<file path="config.mk">
export PLATFORM = sky130hd
export DESIGN_NAME = posit_encoder_pipe_flat
export DESIGN_NICKNAME = d
export VERILOG_FILES = /design/src/rtl/posit_encoder_pipe_pkg.sv /design/src/rtl/posit_encoder_pipe_if.sv /design/src/rtl/posit_encoder_pipe_round.sv /design/src/rtl/posit_encoder_pipe.sv /design/src/flat_wrapper.sv
export SDC_FILE = /design/constraint.sdc
export NUM_CORES = 1
export LEC_CHECK = 0
export BUFFER_PORTS_ARGS = -buffer_cell sky130_fd_sc_hd__buf_2
export CAP_MARGIN = 20
export CORE_AREA = 2 2 85 87
export CTS_CLUSTER_SIZE = 20
export DETAILED_ROUTE_END_ITERATION = 8
export DIE_AREA = 0 0 87 89
export MAX_ROUTING_LAYER = met4
export PLACE_DENSITY = 0.85
export SETUP_SLACK_MARGIN = 0.4
export SKIP_LAST_GASP = 1
export SYNTH_ARGS = -nofsm -noshare
export SYNTH_HDL_FRONTEND = slang
export SYNTH_SLANG_ARGS = --single-unit
</file>
<file path="constraint.sdc">
create_clock -name clk_i -period 6.59 [get_ports clk_i]
set_input_delay 0.3295 -clock clk_i [delete_from_list [all_inputs] [get_ports clk_i]]
set_output_delay 0.3295 -clock clk_i [all_outputs]
set_load 0.02 [all_outputs]
</file>
<file path="src/rtl/posit_encoder_pipe_pkg.sv">
// Shared types, widths and helpers for the posit encoder lane tail.
// Module-width values come in as arguments because the package cannot see module parameters.
package posit_encoder_pipe_pkg;

   localparam int unsigned K_SIZE       = 8;
   localparam int unsigned REG_LEN_SIZE = K_SIZE + 1;
   localparam int unsigned MAX_N        = 64;
   localparam int unsigned MAX_ES       = 4;
   localparam int unsigned MAX_FRAC_W   = 64;

   typedef struct packed {
      logic                         sign;
      logic signed [K_SIZE-1:0]     k;
      logic [MAX_ES-1:0]            exp;
      logic [MAX_FRAC_W-1:0]        frac;
      logic                         sticky;
   } posit_unpacked_t;

   function automatic logic [MAX_N-1:0] maxpos(input int unsigned n);
      return (MAX_N'(1) << (n - 1)) - MAX_N'(1);
   endfunction

   function automatic logic [MAX_N-1:0] minpos();
      return MAX_N'(1);
   endfunction

   function automatic logic [MAX_N-1:0] nar(input int unsigned n);
      return MAX_N'(1) << (n - 1);
   endfunction

   function automatic logic [MAX_N-1:0] c2(input logic [MAX_N-1:0] x);
      return ~x + MAX_N'(1);
   endfunction

   // Returns the increment decision for round-to-nearest-even.
   function automatic logic round_nearest_even(input logic lsb, input logic g, input logic s);
      return g & (lsb | s);
   endfunction

endpackage

</file>
<file path="src/rtl/posit_encoder_pipe_if.sv">
// Input and output beat signals of the posit encoder, with both handshakes.
interface posit_encoder_pipe_if
   import posit_encoder_pipe_pkg::*;
#(
   parameter int unsigned N      = 16,
   parameter int unsigned ES     = 1,
   parameter int unsigned FRAC_W = 16
);
   localparam int unsigned EW = (ES > 0) ? ES : 1;

   logic                     valid_i;
   logic                     ready_o;
   logic                     is_zero_i;
   logic                     is_nar_i;
   logic                     sign_i;
   logic signed [K_SIZE-1:0] k_i;
   logic [EW-1:0]            exp_i;
   logic [FRAC_W-1:0]        frac_i;
   logic                     sticky_i;
   logic                     valid_o;
   logic                     ready_i;
   logic [N-1:0]             posit_o;
   logic                     inexact_o;

   modport slave (
      input  valid_i, is_zero_i, is_nar_i, sign_i, k_i, exp_i, frac_i, sticky_i, ready_i,
      output ready_o, valid_o, posit_o, inexact_o
   );

   modport master (
      output valid_i, is_zero_i, is_nar_i, sign_i, k_i, exp_i, frac_i, sticky_i, ready_i,
      input  ready_o, valid_o, posit_o, inexact_o
   );
endinterface

</file>
<file path="src/rtl/posit_encoder_pipe_round.sv">
// Round-to-nearest-even on an unsigned posit magnitude (sign bit excluded).
// Clamps at maxpos so the magnitude never carries into the NaR pattern, and never yields zero.
module posit_round_rne
   import posit_encoder_pipe_pkg::*;
#(
   parameter int unsigned MAG_W = 15
) (
   input  logic [MAG_W-1:0] mag_i,
   input  logic             g_i,
   input  logic             s_i,
   output logic [MAG_W-1:0] mag_o,
   output logic             inexact_o
);
   logic             inc;
   logic [MAG_W:0]   sum;

   always_comb begin
      inc       = round_nearest_even(mag_i[0], g_i, s_i);
      sum       = {1'b0, mag_i} + {{MAG_W{1'b0}}, inc};
      mag_o     = sum[MAG_W-1:0];
      if (sum[MAG_W]) begin
         mag_o = '1;
      end else if (mag_o == '0) begin
         mag_o = {{(MAG_W-1){1'b0}}, 1'b1};
      end
      inexact_o = g_i | s_i;
   end
endmodule

</file>
<file path="src/rtl/posit_encoder_pipe.sv">
// Two-stage rounding posit encoder: S1 assembles regime|exp|frac and extracts guard/sticky,
// S2 rounds, negates and applies specials. Valid/ready chain with no skid buffer.
module posit_encoder_pipe
   import posit_encoder_pipe_pkg::*;
#(
   parameter int unsigned N      = 16,
   parameter int unsigned ES     = 1,
   parameter int unsigned FRAC_W = 16
) (
   input logic                 clk_i,
   input logic                 rst_ni,
   posit_encoder_pipe_if.slave bus
);
   localparam int unsigned W  = 2 * N + FRAC_W;
   localparam int unsigned M  = N - 1;
   localparam int unsigned EW = (ES > 0) ? ES : 1;

   localparam logic [MAX_N-1:0] MAXPOS_W = maxpos(N);
   localparam logic [MAX_N-1:0] MINPOS_W = minpos();
   localparam logic [MAX_N-1:0] NAR_W    = nar(N);

   localparam logic signed [REG_LEN_SIZE-1:0] K_MAX = $signed(REG_LEN_SIZE'(N - 2));
   localparam logic signed [REG_LEN_SIZE-1:0] K_MIN = -$signed(REG_LEN_SIZE'(N - 1));

   logic s1_v_q, s2_v_q, s1_load, s2_load;

   // ---------------- S1 assemble ----------------
   logic signed [REG_LEN_SIZE-1:0] k_ext;
   logic                           k_neg;
   logic [REG_LEN_SIZE-1:0]        shamt;
   logic [W-1:0]                   body, field;
   logic                           tail_zero, sat_max, sat_min, sat_exact;
   logic [M-1:0]                   s1_mag_d;
   logic                           s1_g_d, s1_s_d;

   always_comb begin
      k_ext = {bus.k_i[K_SIZE-1], bus.k_i};
      k_neg = k_ext[REG_LEN_SIZE-1];
      // Shift = reg_len - 1; the terminating regime bit comes from the top bit of body.
      if (k_neg) shamt = $unsigned(-k_ext);
      else       shamt = $unsigned(k_ext) + REG_LEN_SIZE'(1);

      if (ES == 0) body = {k_neg, bus.frac_i, {(W - 1 - FRAC_W){1'b0}}};
      else         body = {k_neg, bus.exp_i, bus.frac_i, {(W - 1 - EW - FRAC_W){1'b0}}};

      field = body >> shamt;
      if (!k_neg) field = field | ~({W{1'b1}} >> shamt);

      tail_zero = ((ES == 0) || (bus.exp_i == '0)) && (bus.frac_i == '0) && !bus.sticky_i;
      sat_max   = k_ext >= K_MAX;
      sat_min   = k_ext <= K_MIN;
      sat_exact = (k_ext == K_MAX) && tail_zero;

      s1_mag_d = field[W-1 -: M];
      s1_g_d   = field[W-1-M];
      s1_s_d   = (|field[W-2-M:0]) | bus.sticky_i;
      // Saturation is folded in with g=0 so S2 never increments it; s carries inexactness.
      if (sat_max) begin
         s1_mag_d = MAXPOS_W[M-1:0];
         s1_g_d   = 1'b0;
         s1_s_d   = !sat_exact;
      end else if (sat_min) begin
         s1_mag_d = MINPOS_W[M-1:0];
         s1_g_d   = 1'b0;
         s1_s_d   = 1'b1;
      end
   end

   logic [M-1:0] s1_mag_q;
   logic         s1_g_q, s1_s_q, s1_sign_q, s1_nar_q, s1_zero_q;

   always_ff @(posedge clk_i) begin
      if (s1_load && bus.valid_i) begin
         s1_mag_q  <= s1_mag_d;
         s1_g_q    <= s1_g_d;
         s1_s_q    <= s1_s_d;
         s1_sign_q <= bus.sign_i;
         s1_nar_q  <= bus.is_nar_i;
         s1_zero_q <= bus.is_zero_i;
      end
   end

   // ---------------- S2 round / negate ----------------
   logic [M-1:0] rnd_mag;
   logic         rnd_inexact;
   logic [N-1:0] posit_d, posit_q;
   logic         inexact_d, inexact_q;

   posit_round_rne #(
      .MAG_W (M)
   ) u_round (
      .mag_i     (s1_mag_q),
      .g_i       (s1_g_q),
      .s_i       (s1_s_q),
      .mag_o     (rnd_mag),
      .inexact_o (rnd_inexact)
   );

   always_comb begin
      posit_d   = s1_sign_q ? (~{1'b0, rnd_mag} + N'(1)) : {1'b0, rnd_mag};
      inexact_d = rnd_inexact;
      if (s1_nar_q) begin
         posit_d   = NAR_W[N-1:0];
         inexact_d = 1'b0;
      end else if (s1_zero_q) begin
         posit_d   = '0;
         inexact_d = 1'b0;
      end
   end

   // ---------------- handshake ----------------
   assign s2_load = !s2_v_q || bus.ready_i;
   assign s1_load = !s1_v_q || s2_load;

   always_ff @(posedge clk_i) begin
      if (!rst_ni) begin
         s1_v_q    <= 1'b0;
         s2_v_q    <= 1'b0;
         posit_q   <= '0;
         inexact_q <= 1'b0;
      end else begin
         if (s1_load) s1_v_q <= bus.valid_i;
         if (s2_load) s2_v_q <= s1_v_q;
         if (s2_load && s1_v_q) begin
            posit_q   <= posit_d;
            inexact_q <= inexact_d;
         end
      end
   end

   assign bus.ready_o   = s1_load;
   assign bus.valid_o   = s2_v_q;
   assign bus.posit_o   = posit_q;
   assign bus.inexact_o = inexact_q;
endmodule
</file>
<file path="src/flat_wrapper.sv">
// flat-port wrapper written by rule: the top's interface ports become plain ports
module posit_encoder_pipe_flat import posit_encoder_pipe_pkg::*;
#(
   parameter int unsigned N      = 16,
   parameter int unsigned ES     = 1,
   parameter int unsigned FRAC_W = 16
)
  (clk_i, rst_ni, bus_valid_i, bus_is_zero_i, bus_is_nar_i, bus_sign_i, bus_k_i, bus_exp_i, bus_frac_i, bus_sticky_i, bus_ready_i, bus_ready_o, bus_valid_o, bus_posit_o, bus_inexact_o);
  posit_encoder_pipe_if #(.N(N), .ES(ES), .FRAC_W(FRAC_W)) bus_i ();
  input logic clk_i;
  input logic rst_ni;
  input wire logic [$bits(bus_i.valid_i)-1:0] bus_valid_i;
  input wire logic [$bits(bus_i.is_zero_i)-1:0] bus_is_zero_i;
  input wire logic [$bits(bus_i.is_nar_i)-1:0] bus_is_nar_i;
  input wire logic [$bits(bus_i.sign_i)-1:0] bus_sign_i;
  input wire logic [$bits(bus_i.k_i)-1:0] bus_k_i;
  input wire logic [$bits(bus_i.exp_i)-1:0] bus_exp_i;
  input wire logic [$bits(bus_i.frac_i)-1:0] bus_frac_i;
  input wire logic [$bits(bus_i.sticky_i)-1:0] bus_sticky_i;
  input wire logic [$bits(bus_i.ready_i)-1:0] bus_ready_i;
  output wire logic [$bits(bus_i.ready_o)-1:0] bus_ready_o;
  output wire logic [$bits(bus_i.valid_o)-1:0] bus_valid_o;
  output wire logic [$bits(bus_i.posit_o)-1:0] bus_posit_o;
  output wire logic [$bits(bus_i.inexact_o)-1:0] bus_inexact_o;
  assign bus_i.valid_i = bus_valid_i;
  assign bus_i.is_zero_i = bus_is_zero_i;
  assign bus_i.is_nar_i = bus_is_nar_i;
  assign bus_i.sign_i = bus_sign_i;
  assign bus_i.k_i = bus_k_i;
  assign bus_i.exp_i = bus_exp_i;
  assign bus_i.frac_i = bus_frac_i;
  assign bus_i.sticky_i = bus_sticky_i;
  assign bus_i.ready_i = bus_ready_i;
  assign bus_ready_o = bus_i.ready_o;
  assign bus_valid_o = bus_i.valid_o;
  assign bus_posit_o = bus_i.posit_o;
  assign bus_inexact_o = bus_i.inexact_o;
  posit_encoder_pipe #(.N(N), .ES(ES), .FRAC_W(FRAC_W)) u_core (.clk_i(clk_i), .rst_ni(rst_ni), .bus(bus_i));
endmodule
</file>
# After elaboration in Yosys (flattened, before gate mapping)
# Index checks and enable logic that the tools add are counted.
# totals
ram_bits	0
output_inout_bits	19
romBits	0
latch_bits	0
input_bits	33
regBits	39
n_memories	0
# op_classes
n_eq_ne	1
bitwise_logic	8
shift	2
n_reduce_logical	15
multipliers	0
n_addsub	4
order_cmp	2
n_div	0
n_mux	12
# op_table
operator	n
16-bit two-way mux	3
48-bit two-way mux	1
48-bit inverter	1
48-bit OR	1
48-bit by 9-bit >> shifter with 48-bit output	1
48-bit by 9-bit >> shifter with 48-bit output (first input constant)	1
15-bit two-way mux	3
32-bit OR reduction	1
15-bit by 1-bit adder with 16-bit output	1
16-bit by 1-bit adder with 16-bit output (second input constant)	1
16-bit logical NOT	1
15-bit inverter with 16-bit output	1
15-bit logical NOT	1
8-bit by 2-bit adder with 9-bit output (second input constant)	1
9-bit two-way mux	1
8-bit negation with 9-bit output	1
8-bit by 5-bit equality test with 1-bit output (second input constant)	1
8-bit by 5-bit >= comparator with 1-bit output (second input constant)	1
8-bit by 5-bit less-or-equal comparator with 1-bit output (second input constant)	1
1-bit logical AND	5
1-bit logical NOT	4
1-bit two-way mux	4
1-bit OR	3
1-bit logical OR	2
other kinds (3)	3

# Logic depth before layout (Yosys ltp)
# Gate-level depths: netlist of run 1.
# depth
word_depth	11
depth_mapped	15
depth_no_buf	15

# Hierarchy
# From an unflattened synthesis of run 1, not the netlist that was laid out.
# hier_totals
cells_unflattened	462
area_unflattened_um2	3796.1
# modules_own_cells
module	cells_per_inst	area_each_um2	instances
posit_encoder_pipe	379	3234.4	1
posit_round_rne	83	561.8	1

# Worst setup path before layout of run 1
# OpenSTA, ideal clock, no wires.
# synth_path
path_kind	register to register
from	reg u_core.s1_s_q
to	reg u_core.posit_q[14] (netlist: u_core.bus.posit_o[14])
stages_incl_launch_ff	16
synth_period_minus_slack_ns	3.338
setup_ns	0.128
t_arrival_ns	3.211
setup_slack_ns	3.252
path_cell_list	edfxtp_1 -> o21a_1 -> ha_1 -> ha_1 -> nand3_1 -> nor2_1 -> and4b_1 -> o211ai_1 -> nor2_1 -> nor3_1 -> ha_1 -> o21ai_0 -> or2_1 -> o41ai_1 -> xor2_1 -> o21ai_1
# synth_between
elab_chain_cells	11
# synth_rtl
item	line_no	rtl
start: declaration	posit_encoder_pipe.sv:70	logic s1_g_q, s1_s_q, s1_sign_q, s1_nar_q, s1_zero_q;
start signal: assignment	posit_encoder_pipe.sv:76	s1_s_q <= s1_s_d;
1-bit OR (*)	posit_encoder_pipe_pkg.sv:37	return g & (lsb | s);
1-bit bitwise AND (*)	posit_encoder_pipe_pkg.sv:37	
15-bit by 1-bit adder with 16-bit output (*)	posit_encoder_pipe_round.sv:19	sum = {1'b0, mag_i} + {{MAG_W{1'b0}}, inc};
15-bit logical NOT	posit_encoder_pipe_round.sv:23	end else if (mag_o == '0) begin
15-bit two-way mux	posit_encoder_pipe_round.sv:23	
15-bit two-way mux (*)	posit_encoder_pipe_round.sv:21	if (sum[MAG_W]) begin
15-bit inverter with 16-bit output	posit_encoder_pipe.sv:100	posit_d = s1_sign_q ? (~{1'b0, rnd_mag} + N'(1)) : {1'b0, rnd_mag};
16-bit by 1-bit adder with 16-bit output	posit_encoder_pipe.sv:100	
16-bit two-way mux (*)	posit_encoder_pipe.sv:100	
16-bit two-way mux (*)	posit_encoder_pipe.sv:105	end else if (s1_zero_q) begin
16-bit two-way mux (*)	posit_encoder_pipe.sv:102	if (s1_nar_q) begin
end signal: assignment	posit_encoder_pipe.sv:125	posit_q <= posit_d;
end: declaration	posit_encoder_pipe.sv:86	logic [N-1:0] posit_d, posit_q;
# Every way passes the cells marked *; elsewhere a longest branch is shown, timed or not.
# A chain may end at the register's enable or synchronous reset.

# Worst setup path in the final report of run 1
# layout_path
from	reg u_core.s1_mag_q[0]
to	reg u_core.posit_q[14] (netlist: u_core.bus.posit_o[14])
# layout_between
elab_chain_cells	11
# layout_rtl
item	line_no	rtl
start: declaration	posit_encoder_pipe.sv:69	logic [M-1:0] s1_mag_q;
start signal: assignment	posit_encoder_pipe.sv:74	s1_mag_q <= s1_mag_d;
1-bit OR	posit_encoder_pipe_pkg.sv:37	
1-bit bitwise AND	posit_encoder_pipe_pkg.sv:37	
15-bit by 1-bit adder with 16-bit output (*)	posit_encoder_pipe_round.sv:19	
15-bit logical NOT	posit_encoder_pipe_round.sv:23	
15-bit two-way mux	posit_encoder_pipe_round.sv:23	
15-bit two-way mux (*)	posit_encoder_pipe_round.sv:21	
15-bit inverter with 16-bit output	posit_encoder_pipe.sv:100	
16-bit by 1-bit adder with 16-bit output	posit_encoder_pipe.sv:100	
16-bit two-way mux (*)	posit_encoder_pipe.sv:100	
16-bit two-way mux (*)	posit_encoder_pipe.sv:105	
16-bit two-way mux (*)	posit_encoder_pipe.sv:102	
# Marks and branches as above.

==> run metrics, run 1 <==
Final setup viols 0; Worst Max-Slew Pin Slew 1.02 ns; Async SR Flop Fraction 0; drc violations 0; critical hold path startpoint bus_sign_i; skew final 0.0149 ns; Final Critical Period 4.02 ns; Initial Util 0.566; Final Net Count 555; global route overflow 0; flop-to-flop setup slack 2.57 ns; Antenna Violating Nets Remaining 0; CP cell instances o21a_1 > ha_1 > ha_1 > nand3_1 > nor4_1 > xnor2_1 > o211ai_1 > nor2_1 > nor3_1 > ha_1 > o21ai_0 > or2_1 > o41ai_1 > xor2_1 > o21ai_1; row count 30; initial antenna violation count 0; setup tns final 0 ns; Hold Path Class in -> reg; crit path capture type register; sink of the worst hold path u_core.s1_sign_q; syn nets 522; Die X 87 um; post_cts resized 0; Final Hold Vio Count 0; worst path required time 6.76 ns; share of cells above drive strength 1 0.151; VDD IR max 0.108 mV; HPWL Detailed 7890 um; Synth Area per Inst 7.89 sq um; vias per inst 6.65; RSZ-0062 raised after global routing false; Core ar. 6720 sq um; insertion delay to the later sink of the worst-skew pair 0.29 ns; Clock Pin Slew Worst Setup and Hold Paths 0.09 ns; post-CTS setup buffer count 0; H-tree levels 2; Largest stage delay, worst path 0.44 ns; TritonCTS clock tree done; synthesized area 3800 sq um; IO buf count 51; status finished, final reports clean; final total power 699 uW; FF-to-FF Start u_core.s1_mag_q[0]; clock root buffer clkbuf_8; critical path peak fanout 10; YS warnings 0; Ports 52; critical path type reg -> reg; worst r2r dst u_core.bus.posit_o[14]; worst-case reg-to-reg path depth 15; Max Freq 249 MHz; Layout area overhead 9.38%; CTS Buf Count 5; CTS Buffer Depth 2; Pwr Density 168 nW/um^2; ANT cells 0; Die Height 89 um; sequential area share after synthesis 0.258; vias in the first global route 3,590; CTS Hold Bufs 0; Max transition margin 0.321; number of synthesized flops with an enable pin 20; Vias 3,965; crit path DAT 4.19 ns; Gate Count Post-Synth 482; hold slack 0.208 ns; largest net degree at the start of global routing 36; Pins Over Slew Limit 0; WL final 10,300 um; First-pass DRT Iterations 5; clk sinks 39; Yosys reg bits 39; die area 7740 sq um; first-pass GRT wire length 16,700 um; critical path's slowest cell nor4_1; hold depth 1; gr usage total 0.275; final worst path period share 0.610; DRT iter0 DRCs 333; synth unique cells 66; Top FF cell, synth edfxtp_1; number of max-cap violations 0; Leakage 1.59 nW; startpoint types register; gpl congestion 0.963; CP most frequent cell ha_1; WL per Instance 17.2 um
-- worst max-delay path, delay by kind of cell, from the launching register on --
family / cells / cell delay (ns)
xor gates and xnor gates: 2 / 0.31
DFF: 1 / 0.38
and+or+nand+nor: 5 / 1.41
AOI/OAI and AO/OA: 5 / 0.99
adders and majority gates: 3 / 0.81
-- cells in the mapped netlist (4+ instances only) --
cell type | count | share of area
nand2b_1 | 6 | 0.0099
a211oi_1 | 6 | 0.012
and2_1 | 7 | 0.012
or3_1 | 5 | 0.0082
xor2_1 | 6 | 0.014
mux4_2 | 8 | 0.047
o221ai_1 | 8 | 0.018
inv_1 | 9 | 0.0089
buf_2 | 6 | 0.0079
edfxtp_1 | 20 | 0.16
a22oi_1 | 6 | 0.012
mux2i_1 | 22 | 0.058
nor4_1 | 9 | 0.015
nand3_1 | 20 | 0.026
xnor2_1 | 14 | 0.032
o21ai_1 | 12 | 0.016
o32ai_1 | 4 | 0.0092
a21boi_1 | 4 | 0.0079
clkbuf_1 | 21 | 0.021
o21a_1 | 4 | 0.0079
o31ai_1 | 4 | 0.0079
nand4_1 | 4 | 0.0066
ha_1 | 7 | 0.023
dfxtp_1 | 19 | 0.10
nor2b_1 | 7 | 0.012
a31oi_1 | 5 | 0.0082
nor3_1 | 21 | 0.028
o21ai_0 | 11 | 0.014
a21o_1 | 5 | 0.0099
a21oi_1 | 36 | 0.047
nor2_1 | 56 | 0.055
a211o_1 | 4 | 0.0092
o211ai_1 | 8 | 0.016
nand2_1 | 48 | 0.047
-- per-stage QoR --
stage / util / instance area [sq um] / setup slack [ns] / std cells
after floorplan: - / 3800 / 3.25 / 482
after global placement: 0.605 / 4070 / 2.84 / 588
after detailed placement: 0.605 / 4070 / 2.69 / 588
after CTS: 0.619 / 4160 / 2.68 / 596
after global routing: 0.619 / 4160 / 2.30 / 596
final: 0.619 / 4160 / 2.57 / 596
-- sequential cells by signal, summed over array words and instances, names as in the netlist --
register / count
u_core.s1_v_q: 1
u_core.s1_s_q: 1
u_core.bus.valid_o: 1
u_core.s1_nar_q: 1
u_core.s1_mag_q: 15
u_core.s1_g_q: 1
u_core.s1_sign_q: 1
u_core.bus.inexact_o: 1
u_core.s1_zero_q: 1
u_core.bus.posit_o: 16
-- cell families (layout without fill, tap and decap cells) --
kind of cell | Yosys count | in the layout | share of synthesized area
AOI/OAI and AO/OA | 136 | 136 | 0.241
and+or+nand+nor | 208 | 208 | 0.275
muxes | 31 | 31 | 0.108
xor gates and xnor gates | 21 | 21 | 0.0503
DFF | 39 | 39 | 0.258
adders and majority gates | 8 | 8 | 0.0257
buffers and inverters | 39 | 73 | 0.0415
-- where the power goes --
| part | switching (mW) | internal [mW] |
|---|---|---|
| registers | 0.0151 | 0.269 |
| clock network | 0.0919 | 0.0760 |
| logic | 0.153 | 0.0936 |
| total | 0.260 | 0.439 |
-- per-layer routing --
layer  wire length [um]  share of wire  vias up  GRT usage
met4                423          0.041        0      0.132
met5                  0              0        -          -
met3                528          0.052       38     0.0277
met1               4250           0.41     1857      0.324
li1                   -              -     1902          -
met2               5050           0.49      168      0.471
-- final cells by class --
class                           count  area [sq um]
Multi-Input combinational cell    404          2660
Fill cell                         588          2560
Sequential cell                    39           981
Timing Repair Buffer               55           285
Tap cell                           80           100
Clock buffer                        5          68.8
Inverter                           10          37.5
Clock inverter                      3          22.5
-- worst max-delay path by stage --
| stage | startpoint | end | slack (ns) | depth (start not counted) |
|---|---|---|---|---|
| floorplan | u_core.s1_s_q | u_core.bus.posit_o[14] | 3.25 | 15 |
| global placement | bus_k_i[0] | u_core.s1_s_q | 2.84 | 9 |
| detailed placement | u_core.s1_mag_q[0] | u_core.bus.posit_o[14] | 2.69 | 15 |
| CTS | u_core.s1_mag_q[0] | u_core.bus.posit_o[14] | 2.68 | 15 |
| global route | u_core.s1_mag_q[0] | u_core.bus.posit_o[14] | 2.30 | 15 |
| finish | u_core.s1_mag_q[0] | u_core.bus.posit_o[14] | 2.57 | 15 |
-- placed cells by master (no fill, tap or decap), types with 8 or more instances in the layout --
| cell | count |
|---|---|
| nor3_1 | 21 |
| nor4_1 | 9 |
| nor2_1 | 56 |
| mux4_2 | 8 |
| nand2_1 | 48 |
| mux2i_1 | 22 |
| nand3_1 | 20 |
| inv_1 | 9 |
| edfxtp_1 | 20 |
| o21ai_0 | 11 |
| o221ai_1 | 8 |
| a21oi_1 | 36 |
| xnor2_1 | 14 |
| buf_2 | 51 |
| o211ai_1 | 8 |
| o21ai_1 | 12 |
| dfxtp_1 | 19 |
Note: power is estimated with default switching activity, not from simulation.
==> run 2, diff against run 1 <==
--- a/config.mk
+++ b/config.mk
@@ -7,12 +7,12 @@
 export LEC_CHECK = 0
 export BUFFER_PORTS_ARGS = -buffer_cell sky130_fd_sc_hd__buf_2
 export CAP_MARGIN = 20
-export CORE_AREA = 2 2 85 87
+export CORE_AREA = 2 2 88 90
 export CTS_CLUSTER_SIZE = 20
 export DETAILED_ROUTE_END_ITERATION = 8
-export DIE_AREA = 0 0 87 89
+export DIE_AREA = 0 0 90 92
 export MAX_ROUTING_LAYER = met4
-export PLACE_DENSITY = 0.85
+export PLACE_DENSITY = 0.83
 export SETUP_SLACK_MARGIN = 0.4
 export SKIP_LAST_GASP = 1
 export SYNTH_ARGS = -nofsm -noshare
==> constraint.sdc (replaced) <==
create_clock -name clk_i -period 3.3 [get_ports clk_i]
set_input_delay 0.165 -clock clk_i [delete_from_list [all_inputs] [get_ports clk_i]]
set_output_delay 0.165 -clock clk_i [all_outputs]
set_load 0.02 [all_outputs]
==> run metrics, run 2 (same netlist as run 1, synthesis figures left out) <==
status finished, final reports clean; worst path required time 3.54 ns; worst r2r dst u_core.bus.posit_o[6]; Placed Area 4260 sq um; First-pass DRT Iterations 7; H-tree levels 2; WL per Instance 17.2 um; Pwr Density 318 nW/um^2; Place WS 0.0535 ns; drc violations 0; metal3 WL 629 um; Clock Pin Slew Worst Setup and Hold Paths 0.09 ns; flop-to-flop setup slack 0.06 ns; share of cells above drive strength 1 0.250; crit path capture type register; Layout area overhead 22.1%; DRT iter0 DRCs 256; final worst path period share 0.983; Pins Over Slew Limit 0; vias in the first global route 3,903; most frequent cells in the layout 53 x nor2_1, 51 x buf_2, 48 x nand2_1, 35 x a21oi_1, 33 x buf_4; clock share of power 0.236; Die Height 92 um; placed cells 624; Final Net Count 586; global route overflow 0; critical path peak fanout 8; TritonCTS clock tree done; HPWL Detailed 8030 um; Max transition margin 0.427; first-pass GRT wire length 17,900 um; die area 8280 sq um; IO buf count 51; NetSw 560 uW; startpoint types register; critical path type reg -> reg; FF-to-FF Start u_core.s1_mag_q[0]; commonest non-fill, non-tap cell in the layout nor2_1; CP Capture Point u_core.bus.posit_o[6]; Final Critical Period 3.24 ns; combinational share of power 0.377; Non-Filler Instances 649; gpl congestion 0.961; number of max-cap violations 0; Die X 90 um; Worst Max-Slew Pin Slew 0.860 ns; CTS Buf Count 5; Leakage 1.79 nW; clk sinks 39; CP cell instances o21a_1 > ha_4 > ha_4 > nand3_4 > nor2_4 > and4b_1 > o211ai_1 > nor2_2 > nor3_2 > ha_2 > o21ai_2 > buf_4 > or3_4 > mux2i_1 > o21ai_1 > a21oi_1; beginning of the critical path u_core.s1_mag_q[0]; crit path DAT 3.49 ns; hold depth 1; Final Hold Vio Count 0; Ports 52; Final WS setup 0.0556 ns; VDD IR max 0.140 mV; Core ar. 7450 sq um; worst-case reg-to-reg path depth 16; gr usage total 0.270; Final setup viols 0; CTS Buffer Depth 2; Antenna Violating Nets Remaining 0; met1 WL 4240 um; flip-flop count of the largest register after layout 16; CP most frequent cell ha_4; skew final 0.0157 ns; Vias 4,135; clock root buffer clkbuf_8; ANT cells 0; Top Layer Used met4; Max Freq 308 MHz; sequential share of power 0.388; switching share of power 0.379; final total power 1.48 mW; largest net degree at the start of global routing 35; Largest stage delay, worst path 0.41 ns; Internal Pwr Total 918 uW; initial antenna violation count 0; RSZ-0062 raised after global routing true; Core Util, Final 0.623; critical path's slowest cell edfxtp_1; Hold Path Class in -> reg; WL final 11,100 um; insertion delay to the later sink of the worst-skew pair 0.31 ns; Initial Util 0.511; vias per inst 6.37; row count 32; met2 wire length 5690 um; post-route cell area 4640 sq um
## run 2: critical path, delay by kind of cell (launching register included)
kind	cells	cell delay, ns
AND/OR/NAND/NOR	6	0.96
AO/OA/AOI/OAI	5	0.82
adder cells (fa/ha/maj)	3	0.59
flip-flops	1	0.41
multiplexers	1	0.25
buffers and inverters	1	0.16
## run 2: final cells by class
cell class                      count  area, sq um
Inverter                           10         37.5
Clock inverter                      3         22.5
Tap cell                          102          128
Sequential cell                    39          981
Clock buffer                        5         68.8
Timing Repair Buffer               86          526
Multi-Input combinational cell    404         2880
Fill cell                         638         2800
## run 2: power groups by stage
| stage | clock network (mW) | registers [mW] | logic (mW) |
|---|---|---|---|
| 2_1_floorplan | 0 | 0.570 | 0.365 |
| 3_3_place_gp | 0 | 0.577 | 0.498 |
| 3_5_place_dp | 0 | 0.579 | 0.507 |
| 4_1_cts | 0.350 | 0.570 | 0.525 |
| 5_1_grt | 0.370 | 0.577 | 0.602 |
| 6_report | 0.348 | 0.573 | 0.557 |
## run 2: per-layer routing
layer  vias up  track usage
met4         0        0.146
met2       186        0.482
li1       1966            -
met1      1930        0.290
met5         -            -
met3        53       0.0378
## run 2: repair_timing
item                                   CTS  global route
endpoints found under the hold margin    0             0
setup endpoints to repair                6            11
gates resized for setup                 14            17
pin swaps                               17            24
setup buffers                           15             2
hold buffers                             0             0
## run 2: how the worst min path moves through the flow
stage	startpoint	to	slack (ns)
2_1_floorplan	bus_is_nar_i	u_core.s1_nar_q	0.26
3_3_place_gp	bus_is_zero_i	u_core.s1_zero_q	0.34
3_5_place_dp	bus_sign_i	u_core.s1_sign_q	0.34
4_1_cts	bus_sign_i	u_core.s1_sign_q	0.02
5_1_grt	bus_sign_i	u_core.s1_sign_q	0.01
6_report	bus_sign_i	u_core.s1_sign_q	0.03
## run 2: stage by stage
stage          hold WS, ns  setup TNS, ns
6_report            0.0282              0
2_1_floorplan        0.264              0
5_1_grt             0.0140        -0.0887
4_1_cts             0.0247              0
3_5_place_dp         0.345              0
3_3_place_gp         0.343              0
==> run 3, diff against run 2 <==
--- a/config.mk
+++ b/config.mk
@@ -12,7 +12,7 @@
 export DETAILED_ROUTE_END_ITERATION = 8
 export DIE_AREA = 0 0 90 92
 export MAX_ROUTING_LAYER = met4
-export PLACE_DENSITY = 0.83
+export PLACE_DENSITY_LB_ADDON = 0.15
 export SETUP_SLACK_MARGIN = 0.4
 export SKIP_LAST_GASP = 1
 export SYNTH_ARGS = -nofsm -noshare
==> run metrics, run 3 (same netlist as run 1, synthesis figures left out) <==
Placed Area 4270 sq um; IO buf count 51; Die X 90 um; global route overflow 0; commonest non-fill, non-tap cell in the layout nor2_1; First-pass DRT Iterations 4; Max transition margin 0.414; vias per inst 6.31; CTS Hold Bufs 0; skew final 0.0111 ns; Final setup viols 0; Final Net Count 592; row count 32; hold slack 0.0357 ns; WL per Instance 17.2 um; CTS Buffer Depth 2; clk sinks 39; first-pass GRT wire length 18,200 um; Hold Path Class in -> reg; Core ar. 7450 sq um; hold depth 1; Initial Util 0.511; Final Hold Vio Count 0; status finished, final reports clean; Layout area overhead 23.5%; most frequent cells in the layout 53 x nor2_1, 51 x buf_2, 48 x nand2_1, 38 x buf_4, 35 x a21oi_1; DRT iter0 DRCs 180; VDD IR max 0.151 mV; HPWL Detailed 8300 um; Non-Filler Instances 655; number of max-cap violations 0; H-tree levels 2; Pwr Density 327 nW/um^2; gpl congestion 0.961; combinational share of power 0.358; flop-to-flop setup slack 0.30 ns; startpoint types register; ANT cells 0; final worst path period share 0.909; flip-flop count of the largest register after layout 16; share of cells above drive strength 1 0.253; Worst Max-Slew Pin Slew 0.879 ns; Pins Over Slew Limit 0; initial antenna violation count 0; largest net degree at the start of global routing 24; critical path peak fanout 10; NetSw 551 uW; worst-case reg-to-reg path depth 13; Clock Pin Slew Worst Setup and Hold Paths 0.09 ns; setup tns final 0 ns; Die Height 92 um; critical path type reg -> reg; switching share of power 0.358; Internal Pwr Total 987 uW; sequential share of power 0.373; gr usage total 0.274; Max Freq 333 MHz; drc violations 0; TritonCTS clock tree done; Final Critical Period 3.00 ns; insertion delay to the later sink of the worst-skew pair 0.30 ns; vias in the first global route 3,867; CTS Buf Count 5; clock share of power 0.269; Antenna Violating Nets Remaining 0; crit path capture type register; RSZ-0062 raised after global routing true; WL final 11,300 um; Ports 52; Vias 4,136; crit path DAT 3.19 ns; die area 8280 sq um; placed cells 626; worst path required time 3.49 ns; post-route cell area 4700 sq um; Leakage 1.82 nW; clock root buffer clkbuf_8
[run 3: stage by stage]
step                      power (mW)   util  setup WS, ns
after floorplan                0.936      -         0.289
after global placement          1.09  0.574         0.252
after detailed placement        1.09  0.574         0.167
after CTS                       1.52  0.612         0.340
after global routing            1.61  0.631         0.156
final                           1.54  0.631         0.300
[run 3: final timing paths]
| check | startpoint | endpoint |
|---|---|---|
| worst max-delay path | u_core.s1_mag_q[7] | u_core.bus.posit_o[10] |
| worst min register to register | u_core.bus.posit_o[12] | u_core.bus.posit_o[12] |
| worst max register to register | u_core.s1_mag_q[7] | u_core.bus.posit_o[10] |
| worst min-delay path | bus_is_nar_i | u_core.s1_nar_q |
[run 3: layout make-up]
cell class	count	area [sq um]
multi-input cells	404	2860
inverters	10	37.5
clock inverters	3	43.8
well taps	102	128
repair buffers	92	574
fillers	672	2750
flip-flops and latches	39	981
clock buffers	5	68.8
[run 3: timing repair]
action / 4_1_cts / 5_1_grt
endpoints found under the setup margin: 6 / 11
resized for setup: 15 / 14
setup buffers: 12 / 9
pin swaps: 4 / 16
[run 3: power groups by stage]
stage	registers, mW	clock network (mW)	logic [mW]
detailed placement	0.580	0	0.511
global placement	0.578	0	0.507
global route	0.577	0.432	0.598
finish	0.574	0.413	0.551
floorplan	0.570	0	0.365
CTS	0.571	0.418	0.531
[run 3: critical path, cell delays in order (launching register included)]
cell,delay (ns)
edfxtp_1,0.50
nand3_1,0.39
nor3_1,0.29
and4b_1,0.24
o211ai_1,0.23
nor2_2,0.10
nor3_2,0.12
ha_2,0.20
o21ai_2,0.07
or2_4,0.26
buf_4,0.14
o21ai_2,0.12
xor2_1,0.16
o21ai_1,0.07
[run 3: per-layer routing]
layer / GRT usage / vias to the layer above / routed length (um)
li1: - / 1977 / -
met1: 0.302 / 1952 / 4370
met2: 0.481 / 165 / 5780
met3: 0.0296 / 42 / 541
met4: 0.165 / 0 / 599
met5: - / - / 0
